--- src/rtl/alu_issue_stage.sv ---
// ALU issue stage: a 2-entry request FIFO in front of the ALU. Illegal opcodes are
// accepted and dropped. A saturating counter and a sticky error flag record each drop.
module alu_issue_stage #(
    parameter int DATA_W = 32,
    parameter int CNT_W  = 8
) (
    input  logic              clk,
    input  logic              rst,
    input  logic              in_valid,
    output logic              in_ready,
    input  logic [3:0]        in_op,
    input  logic [DATA_W-1:0] in_a,
    input  logic [DATA_W-1:0] in_b,
    output logic              out_valid,
    input  logic              out_ready,
    output logic [DATA_W-1:0] operand_a,
    output logic [DATA_W-1:0] operand_b,
    output logic [3:0]        alu_control,
    output logic [CNT_W-1:0]  illegal_cnt,
    output logic              err_sticky,
    input  logic              err_clr
);

    typedef struct packed {
        logic [3:0]        op;
        logic [DATA_W-1:0] a;
        logic [DATA_W-1:0] b;
    } entry_t;

    localparam logic [CNT_W-1:0] CNT_MAX = {CNT_W{1'b1}};

    entry_t     mem [2];
    entry_t     head;
    logic [1:0] count;
    logic       wr_ptr;
    logic       rd_ptr;
    logic       op_legal;
    logic       accept;
    logic       push;
    logic       pop;
    logic       illegal_acc;

    // The ready signal is decoded from the registered occupancy only. Because of this,
    // out_ready never reaches in_ready in the same cycle.
    assign in_ready  = (count != 2'd2);
    assign out_valid = (count != 2'd0);

    always_comb begin
        op_legal = 1'b0;
        case (in_op)
            4'b0000, 4'b0001, 4'b0010,
            4'b0100, 4'b0101, 4'b0110, 4'b0111: op_legal = 1'b1;
            default:                            op_legal = 1'b0;
        endcase
    end

    // The handshake is masked while rst is high. A request seen during reset is never taken.
    assign accept      = in_valid && in_ready && !rst;
    assign push        = accept && op_legal;
    assign illegal_acc = accept && !op_legal;
    assign pop         = out_valid && out_ready && !rst;

    // NOTE: registered state uses non-blocking assignments. Every flop then samples
    // the values from before the edge, whatever order the blocks run in.
    always_ff @(posedge clk) begin
        if (rst) begin
            count  <= 2'd0;
            wr_ptr <= 1'b0;
            rd_ptr <= 1'b0;
        end else begin
            if (push) wr_ptr <= ~wr_ptr;
            if (pop)  rd_ptr <= ~rd_ptr;
            case ({push, pop})
                2'b10:   count <= count + 2'd1;
                2'b01:   count <= count - 2'd1;
                default: count <= count;
            endcase
        end
    end

    // NOTE: the storage array has no reset. A slot is only read when count says it is
    // valid, and the outputs are forced to zero when the FIFO is empty.
    always_ff @(posedge clk) begin
        if (push) mem[wr_ptr] <= '{op: in_op, a: in_a, b: in_b};
    end

    assign head        = mem[rd_ptr];
    assign operand_a   = out_valid ? head.a  : '0;
    assign operand_b   = out_valid ? head.b  : '0;
    assign alu_control = out_valid ? head.op : 4'b0000;

    // When an illegal accept and err_clr arrive together, the accept wins.
    // The count restarts at one instead of going to zero.
    always_ff @(posedge clk) begin
        if (rst) begin
            illegal_cnt <= '0;
            err_sticky  <= 1'b0;
        end else if (illegal_acc) begin
            err_sticky <= 1'b1;
            if (err_clr)
                illegal_cnt <= CNT_W'(1);
            else if (illegal_cnt != CNT_MAX)
                illegal_cnt <= illegal_cnt + CNT_W'(1);
        end else if (err_clr) begin
            illegal_cnt <= '0;
            err_sticky  <= 1'b0;
        end
    end

endmodule

--- config.mk ---
export PLATFORM = sky130hd
export DESIGN_NAME = alu_issue_stage
export DESIGN_NICKNAME = d
export VERILOG_FILES = /design/src/rtl/alu_issue_stage.sv
export SDC_FILE = /design/constraint.sdc
export NUM_CORES = 1
export LEC_CHECK = 0
export ABC_AREA = 1
export CORE_ASPECT_RATIO = 0.6
export CORE_MARGIN = 2
export CORE_UTILIZATION = 35
export CTS_CLUSTER_DIAMETER = 150
export DETAILED_ROUTE_END_ITERATION = 10
export PLACE_DENSITY_LB_ADDON = 0.15
export SLEW_MARGIN = 10
export SYNTH_ARGS = -nofsm -noshare
export SYNTH_HDL_FRONTEND = slang
export SYNTH_SLANG_ARGS = --single-unit
--- constraint.sdc ---
create_clock -name clk -period 5.3 [get_ports clk]
set_input_delay 1.59 -clock clk [delete_from_list [all_inputs] [get_ports clk]]
set_output_delay 1.59 -clock clk [all_outputs]
set_load 0.01 [all_outputs]
==> impl_metrics.toml <==
[sta]
worst_clock_skew_ns = 0.00988
fmax_mhz = 240
fin_crit_ns = 4.17
drv_slew = 0
hold_viol_final = 0
rsz0062_at_grt = "no"
setup_viol = 0
period_share_pct = 78.6
hold_slack_ns = 0.457
tightest_slew_ns = 0.946
slew_headroom_pct = 36.9

[floorplanning]
num_io_pins = 152
fp.dieH_um = 104
core-area_mm2 = 0.0163
start_util_pct = 35.9
rows = 36
die_x_um = 171
fp.dieArea_mm2 = 0.0178

[logic_synthesis]
synth_edf_count = 136
synthFlopType = "edfxtp_1"
synth_top_area_share_pct = 70.0
syn_inst = 475
yosys_warnings = 0
synth_top_area_cell = "edfxtp_1"
synthTopCellsByCount = "nand2_1, edfxtp_1, a21oi_1"
yosysMostFrequentCell = "nand2_1"
syn_avg_cell_area_um2 = 12.3
seq_area_frac_synth_pct = 74.8
yosys-top-cells-area = "edfxtp_1, nand2_1, a21oi_1, dfxtp_1, inv_1"
synth_nets = 550
ys_types = 27
ys_ff_latch = 150
async_reset_ff_share_pct = 0
netlist_area_mm2 = 0.00583

[clocking]
cts_tree = "built"
cts_num_sinks = 150
ctsHoldBuffers = 0
clk_pin_slew_ns = 0.06
htreeDepth = 4
cts_root_buf = "clkbuf_16"
cts_max_path_buffers = 2
cts_setup_buffers = 0
numCtsBuffers = 17
clk-insertion-delay-late_ns = 0.40
ctsResizeCount = 0

[finish]
drive_gt1_share_pct = 8.58
diodes = 0
final_cells = 869
ff_latch_area_mm2 = 0.00437
nFillCells = 1420
multi_input_area_mm2 = 0.00130
nNetsFinal = 703
syn_to_final_growth_pct = 41.1

[setup_path]
reg2reg_slack_ns = 2.79
cp-end-kind = "primary output"
cp.arrival_ns = 2.58
r2r-end = "count[1]"
crit_path_end = "operand_b[29]"
crit_path_max_fanout = 50
startpoint_type = "register"
reg2reg_depth = 10
worstPathRequired_ns = 3.71
critical_path_class = "register to primary output"
r2r_start = "count[0]"

[routing]
drc = 0
vias = 3970
wl_um = 13400
drtIter0Drc = 307
dr.pass1.iters = 4
post_drt_wl_per_cell_um = 15.4
viasPerCell = 4.57
drtAntennaViolNets = 0

[pwr]
ir_drop_mv = 0.160
p_per_area_mw_per_mm2 = 351
p_leak_uw = 0.00285

[global_routing]
grt_max_degree = 69
first_global_vias = 3684
grt_util_all_layers_pct = 15.0
grt-ovfl-total = 0
grt_pass1_wl_um = 20100
antenna_found_initial = 0

[place]
post-dp-hpwl_um = 8480
gp_congestion = 0.797
port_buffers = 151
dp.cells = 837

[min_path]
hold_class = "register to register"

[run]
cap_violations = 0

[run_status]
status = "completed"
kinds of logic (layout without fill, tap and decap cells):
| group | after synthesis | count (layout) | synth area share, % |
|---|---|---|---|
| compound gates | 86 | 86 | 7.46 |
| xor+xnor | 2 | 2 | 0.300 |
| fa+ha+maj | 2 | 2 | 0.429 |
| buf+inv | 45 | 211 | 3.30 |
| flops | 150 | 150 | 74.8 |
| simple gates | 190 | 190 | 13.7 |
routing by layer:
layer | GRT usage, % | routed length (um) | up-vias
met4 | 3.85 | 46 | 0
li1 | - | - | 1955
met3 | 4.30 | 928 | 5
met5 | 0 | 0 | -
met2 | 22.0 | 6120 | 136
met1 | 21.8 | 6320 | 1874
sequential cells by signal, summed over array words and instances, names as in the netlist, named ones only:
signal	cells
mem	136
illegal_cnt	8
count	2
err_sticky	1
rd_ptr	1
wr_ptr	1
final cells by class:
| class | instances | area share [%] |
|---|---|---|
| Clock inverter | 14 | 2.39 |
| Inverter | 21 | 0.973 |
| Tap cell | 228 | 3.47 |
| Multi-Input combinational cell | 280 | 15.8 |
| Sequential cell | 150 | 53.0 |
| Clock buffer | 18 | 5.21 |
| Timing Repair Buffer | 158 | 19.2 |
worst min-delay path by stage:
stage                           from          to  slack [ns]  cells past startpoint
after global routing      err_sticky  err_sticky        0.48                      2
after detailed placement  err_sticky  err_sticky        0.45                      2
after CTS                 err_sticky  err_sticky        0.46                      2
after global placement    err_sticky  err_sticky        0.45                      2
after floorplan               wr_ptr      wr_ptr        0.46                      2
final                     err_sticky  err_sticky        0.46                      2
worst max-delay path: stages (launching register included):
cell             delay [ns]
dfxtp_2                0.32
inv_2                  0.67
buf_4                  0.36
nand2_1                0.07
a21oi_1                0.16
clkdlybuf4s50_1        0.56
through the flow:
step                total power (uW)  cell area (um^2)  TNS (ns)  setup WS, ns  util (%)
floorplan                       1480              5830    -15.33        -0.113         -
global placement                1660              7600         0          1.56      46.8
detailed placement              1670              7600         0          1.51      46.8
CTS                             2930              8230         0          1.07      50.6
global route                    3000              8230         0         0.925      50.6
finish                          2890              8230         0          1.13      50.6
placed cells by master (no fill, tap or decap):
cell type and instances:
nand2_1 155, clkdlybuf4s50_1 151, edfxtp_1 136, a21oi_1 78, inv_1 17, clkbuf_16 17
dfxtp_1 13, nand3_1 10, nor2_1 9, buf_4 6, nor2_4 4, clkinv_2 4
nand4_1 4, o21ai_0 4, bufinv_16 4, inv_6 4, inv_2 3, clkinv_4 3
nor2_2 2, xor2_1 2, nand2_2 2, o21ai_1 2, ha_1 2, nand2_4 1
nor2_8 1, nand3_2 1, nand3_4 1, o21a_1 1, o21bai_1 1, dfxtp_2 1
clkbuf_1 1, buf_12 1
report_power, final:
part	switching [uW]	internal (uW)
Sequential	8.06	1320
Combinational	163	150
Clock	461	794
Total	632	2260
(Power assumes the default switching activity.)
